--- src/rtl/spi_pkg.sv ---
// -----------------------------------------------------------------------------
// spi_pkg
// Shared types and helpers for the mode-0 SPI master sequencer.
//   spi_state_e  : sequencer states (IDLE, SETUP, HIGH, LOW, HOLD)
//   SPI_SIZE_DEF : default bits per frame
//   SPI_DIV_DEF  : default Clk cycles per SClk half-period
//   cnt_width()  : counter width helper, max(1, $clog2(n))
// -----------------------------------------------------------------------------
package spi_pkg;

  typedef enum logic [2:0] {
    IDLE  = 3'd0,
    SETUP = 3'd1,
    HIGH  = 3'd2,
    LOW   = 3'd3,
    HOLD  = 3'd4
  } spi_state_e;

  localparam int SPI_SIZE_DEF = 8;
  localparam int SPI_DIV_DEF  = 2;

  // A counter that only ever needs to hold zero still needs one bit.
  function automatic int cnt_width(input int n);
    int w;
    w = $clog2(n);
    return (w < 1) ? 1 : w;
  endfunction

endpackage

--- src/rtl/spi_tick_cnt.sv ---
// -----------------------------------------------------------------------------
// spi_tick_cnt
// Half-period down-counter for the SPI sequencer. Load reloads DIV-1; the
// counter then counts down to zero and holds. Expire is high while the count
// is zero, i.e. during the last Clk cycle of a half-period.
// Ports:
//   Clk    : system clock
//   Rst    : asynchronous active-high reset (count returns to 0)
//   Load   : reload the half-period count (asserted on every state change)
//   Expire : current cycle is the last one of the half-period
// -----------------------------------------------------------------------------
module spi_tick_cnt
  import spi_pkg::*;
#(
  parameter int DIV = SPI_DIV_DEF
) (
  input  logic Clk,
  input  logic Rst,
  input  logic Load,
  output logic Expire
);

  localparam int W = cnt_width(DIV);
  localparam logic [W-1:0] RELOAD = W'(DIV - 1);

  logic [W-1:0] cnt_q;

  always_ff @(posedge Clk or posedge Rst) begin
    if (Rst) begin
      cnt_q <= '0;
    end else if (Load) begin
      cnt_q <= RELOAD;
    end else if (cnt_q != '0) begin
      cnt_q <= cnt_q - W'(1);
    end
  end

  assign Expire = (cnt_q == '0);

endmodule

--- src/rtl/spi_master_ctrl.sv ---
// -----------------------------------------------------------------------------
// spi_master_ctrl
// Mode-0 (CPOL=0, CPHA=0) SPI master sequencer. Produces SClk, SS_n and the
// one-cycle strobes that drive external TX/RX shift registers; carries no data.
//
// Host handshake: Start is sampled only while the sequencer is idle (Busy=0,
// which includes the Done cycle); a Start seen while Busy=1 is dropped, not
// queued. Busy stays high from the first SETUP cycle through the last HOLD
// cycle. Done pulses for one cycle when the frame completes and the RX shift
// register holds the full received word in that cycle.
//
// Build option: define SPI_BURST_EN to let a Start seen in the last HOLD cycle
// chain straight into the next frame without releasing SS_n.
//
// Ports:
//   Clk      : system clock, posedge
//   Rst      : asynchronous active-high reset
//   Start    : frame request
//   Busy     : frame in progress
//   Done     : frame complete pulse
//   SClk     : SPI clock, idle low
//   SS_n     : slave select, active low
//   TxLoad   : parallel-load TX shift register (first SETUP cycle)
//   TxShift  : advance TX shift register (first LOW cycle)
//   RxEn     : RX shift register capture (first HIGH cycle)
//   DbgState : current sequencer state (spi_state_e encoding)
// -----------------------------------------------------------------------------
module spi_master_ctrl
  import spi_pkg::*;
#(
  parameter int SIZE = SPI_SIZE_DEF,
  parameter int DIV  = SPI_DIV_DEF
) (
  input  logic       Clk,
  input  logic       Rst,
  input  logic       Start,
  output logic       Busy,
  output logic       Done,
  output logic       SClk,
  output logic       SS_n,
  output logic       TxLoad,
  output logic       TxShift,
  output logic       RxEn,
  output logic [2:0] DbgState
);

  localparam int BW = cnt_width(SIZE);
  localparam logic [BW-1:0] LAST_BIT = BW'(SIZE - 1);

  spi_state_e    state_q, state_d;
  logic [BW-1:0] bit_q;
  logic          tick_load, tick_expire;

  logic busy_d, done_d, sclk_d, ss_n_d, txload_d, txshift_d, rxen_d;

  // Every state change starts a fresh half-period.
  assign tick_load = (state_d != state_q);

  spi_tick_cnt #(
    .DIV (DIV)
  ) u_tick (
    .Clk    (Clk),
    .Rst    (Rst),
    .Load   (tick_load),
    .Expire (tick_expire)
  );

  // State register
  always_ff @(posedge Clk or posedge Rst) begin
    if (Rst) begin
      state_q <= IDLE;
    end else begin
      state_q <= state_d;
    end
  end

  // Next-state logic
  always_comb begin
    state_d = state_q;
    case (state_q)
      IDLE: begin
        if (Start) state_d = SETUP;
      end
      SETUP: begin
        if (tick_expire) state_d = HIGH;
      end
      HIGH: begin
        if (tick_expire) state_d = (bit_q == LAST_BIT) ? HOLD : LOW;
      end
      LOW: begin
        if (tick_expire) state_d = HIGH;
      end
      HOLD: begin
        if (tick_expire) begin
`ifdef SPI_BURST_EN
          state_d = Start ? SETUP : IDLE;
`else
          state_d = IDLE;
`endif
        end
      end
      default: state_d = IDLE;
    endcase
  end

  // Bit index: cleared whenever a frame is (re)started, bumped on each LOW entry.
  always_ff @(posedge Clk or posedge Rst) begin
    if (Rst) begin
      bit_q <= '0;
    end else if (state_q == IDLE || state_d == SETUP) begin
      bit_q <= '0;
    end else if (state_d == LOW && state_q != LOW) begin
      bit_q <= bit_q + BW'(1);
    end
  end

  // Output logic: decoded from the state being entered so the registered
  // outputs line up with the state they describe.
  always_comb begin
    busy_d    = (state_d != IDLE);
    ss_n_d    = (state_d == IDLE);
    sclk_d    = (state_d == HIGH);
    txload_d  = (state_d == SETUP) && (state_q != SETUP);
    rxen_d    = (state_d == HIGH)  && (state_q != HIGH);
    txshift_d = (state_d == LOW)   && (state_q != LOW);
    done_d    = (state_q == HOLD)  && (state_d != HOLD);
  end

  always_ff @(posedge Clk or posedge Rst) begin
    if (Rst) begin
      Busy    <= 1'b0;
      Done    <= 1'b0;
      SClk    <= 1'b0;
      SS_n    <= 1'b1;
      TxLoad  <= 1'b0;
      TxShift <= 1'b0;
      RxEn    <= 1'b0;
    end else begin
      Busy    <= busy_d;
      Done    <= done_d;
      SClk    <= sclk_d;
      SS_n    <= ss_n_d;
      TxLoad  <= txload_d;
      TxShift <= txshift_d;
      RxEn    <= rxen_d;
    end
  end

  assign DbgState = state_q;

endmodule

--- config.mk ---
export PLATFORM = sky130hd
export DESIGN_NAME = spi_master_ctrl
export DESIGN_NICKNAME = d
export VERILOG_FILES = /design/src/rtl/spi_pkg.sv /design/src/rtl/spi_tick_cnt.sv /design/src/rtl/spi_master_ctrl.sv
export SDC_FILE = /design/constraint.sdc
export NUM_CORES = 1
export LEC_CHECK = 0
export ABC_AREA = 1
export ABC_CLOCK_PERIOD_IN_PS = 2400
export BUFFER_PORTS_ARGS = -buffer_cell sky130_fd_sc_hd__buf_2
export CAP_MARGIN = 10
export CELL_PAD_IN_SITES_DETAIL_PLACEMENT = 1
export CELL_PAD_IN_SITES_GLOBAL_PLACEMENT = 1
export CORE_MARGIN = 4
export CORE_UTILIZATION = 41
export DETAILED_ROUTE_END_ITERATION = 10
export GPL_TIMING_DRIVEN = 1
export PLACE_DENSITY_LB_ADDON = 0.1
export SYNTH_ARGS = -nofsm -noshare
export SYNTH_HDL_FRONTEND = slang
export SYNTH_HIERARCHICAL = 1
export SYNTH_SLANG_ARGS = --single-unit
--- constraint.sdc ---
create_clock -name Clk -period 2.4 [get_ports Clk]
set_clock_uncertainty 0.1 [all_clocks]
set_input_delay 0.12 -clock Clk [delete_from_list [all_inputs] [get_ports Clk]]
set_output_delay 0.12 -clock Clk [all_outputs]
set_load 0.02 [all_outputs]
==> metrics <==
outcome=complete, no violations; Clk Latency, worst-skew pair=0.29 ns; Setup TNS=0 ns; routed len/inst=13.33 um; area grow syn2layout=18.23%; worst relative slew slack=66.66%; Clk pin slew, worst setup/hold paths=0.08 ns; mean post-synth cell area=8.887 sq um; met2 GRT Util=21.43%; CP Data Arrival Time=1.73 ns; Antenna Cells=0; # Max-Cap Violations=0; crit path kind=reg -> reg; GR Overflow Total=0; RePlAce Congestion=0.7781; syn nets=83; Synth Instances=78; input/output buffers=12; Leak=0.4856 nW; PD cells=1327 mW/mm^2; synth unique cells=20; # clock sinks=14; htree depth=1; grt met1 use=20.00%; RSZ-0062 raised after global routing=no; Iteration-0 DRC Markers=10; Max Buffers Root-to-Sink=2; Worst VDD drop=0.6097 mV; final worst path period need=1.608 ns; total CTS buffers=3; DRT Pass-1 Iters=4; # DRC=0; first-pass GRT wire length=2.684 mm; pre-CTS WS=0.7853 ns; initial core utilization=44.46%; post-CTS sizing=0; via count=532; placed insts=106; vias per cell=4.793; final setup margin=0.7921 ns; most crowded layer after global routing=met2; final setup violation count=0; Std-Cell Rows=14; Synth Warn #=6; Post-Syn Area=693.2 sq um; required time of the worst setup path=2.52 ns; die area=0.002412 sq mm; CTS tree=done; met3 GRT Util=3.976%; Core Box Area=0.001559 sq mm; Fin. Hold Viols=0; fin nets=101; Tot Pwr=1.088 mW; filler instances=189; final cycle utilization of the critical path=67.00%; share of cells above drive strength 1=35.79%; CP endpoint kind=flip-flop; vias in the first global route=569; cts hold-fix bufs=1; max-slew violations=0; pin count of the biggest net entering global routing=14; most frequent cells in the layout=nand2_1, dfrtp_1, buf_2; final hold slack=0.02707 ns; #FFs+latches synth=14; Crit Path Max Fanout=6; Die Ht=49.12 um; Cell Count, Final, Fillers Out=111; post-synthesis sequential area ratio=50.72%; IO Pins=13; startpoint types=flip-flop; Worst Max-Slew Pin Slew=0.4996 ns; initial antenna violation count=0; post-detail-place hpwl=1.125 mm; hold crit path type=in -> reg; FMAX=621.9 MHz; CTS root buf=clkbuf_4; Die X=49.12 um; GRT Total Usage=14.76%; Routed WL=1.480 mm; post-route ant nets=0; Post CTS Setup Buffer Count=0; commonest non-fill, non-tap cell in the layout=nand2_1
==> kinds of logic (layout without fill, tap and decap cells) <==
family	count (synthesis)	in the layout	share of synthesized area, %
xor+xnor	1	1	1.264
compound gates	4	4	3.069
flops	14	14	50.72
fa+ha+maj	2	2	3.610
simple gates	41	41	32.49
buf+inv	16	33	8.843
==> synthesized netlist by cell type <==
library cell,number,area [sq um]
nand2_1,15,56.30
dfrtp_1,13,325.3
inv_1,11,41.29
nor2_1,9,33.78
nand2_2,5,31.28
inv_2,4,15.01
nand3_1,4,20.02
ha_1,2,25.02
nand3_4,2,35.03
nor2_2,2,12.51
o21ai_0,2,10.01
a21oi_1,1,5.000
a31oi_1,1,6.260
clkinv_2,1,5.000
dfstp_2,1,26.28
nand3_2,1,10.01
nor2_4,1,11.26
nor3_1,1,5.000
nor3_2,1,10.01
xor2_1,1,8.760
==> sequential cells by signal (all words and copies together), names as in the netlist <==
name	flops
DbgState	3
bit_q	3
Busy	1
Done	1
RxEn	1
SClk	1
SS_n	1
TxLoad	1
TxShift	1
u_tick/cnt_q	1
==> metrics by stage <==
stage | cell area [sq um] | util [%]
4_1_cts | 819.5 | 52.57
3_3_place_gp | 773.2 | 49.60
6_report | 819.5 | 52.57
2_1_floorplan | 693.2 | -
5_1_grt | 819.5 | 52.57
3_5_place_dp | 773.2 | 49.60
==> worst max-delay path, stage by stage, from the launching register on <==
cell	delay, ns
dfrtp_1	0.41
ha_1	0.21
ha_1	0.20
nor2_2	0.15
nand3_4	0.14
clkinv_2	0.08
nand2_1	0.05
nand2_1	0.07
inv_1	0.05
nor2_1	0.09
==> metal layers <==
layer	part of all wire (%)	up-vias	routed length [um]
li1	-	270	-
met1	49	246	722
met2	44	12	656
met3	4.5	4	67
met4	2.3	0	34
met5	0	-	0
==> power breakdown <==
group / switching, mW / internal [mW] / leakage, nW
Sequential: 0.0588 / 0.318 / 0.178
Clock: 0.0806 / 0.0924 / 0.0210
Combinational: 0.367 / 0.171 / 0.287
Total: 0.506 / 0.581 / 0.486
==> path summary, 6_finish.rpt <==
check | slack (ns) | startpoint | cells past startpoint | to
max in group asynchronous | 1.53 | Rst | 3 | SS_n
max | 0.79 | bit_q[0] | 9 | bit_q[1]
min in group asynchronous | 0.12 | Rst | 3 | u_tick/cnt_q
min | 0.03 | Start | 3 | TxLoad
max reg2reg | 0.79 | bit_q[0] | 9 | bit_q[1]
min reg2reg | 0.50 | u_tick/cnt_q | 3 | Done
==> cell type report <==
type | count | area [sq um] | area share [%]
Sequential cell | 14 | 351.6 | 42.90
Timing Repair Buffer | 13 | 70.07 | 8.550
Tap cell | 16 | 20.02 | 2.443
Multi-Input combinational cell | 48 | 280.3 | 34.20
Inverter | 16 | 61.31 | 7.481
Clock buffer | 4 | 36.28 | 4.427
Note: power is estimated with default switching activity, not from simulation.
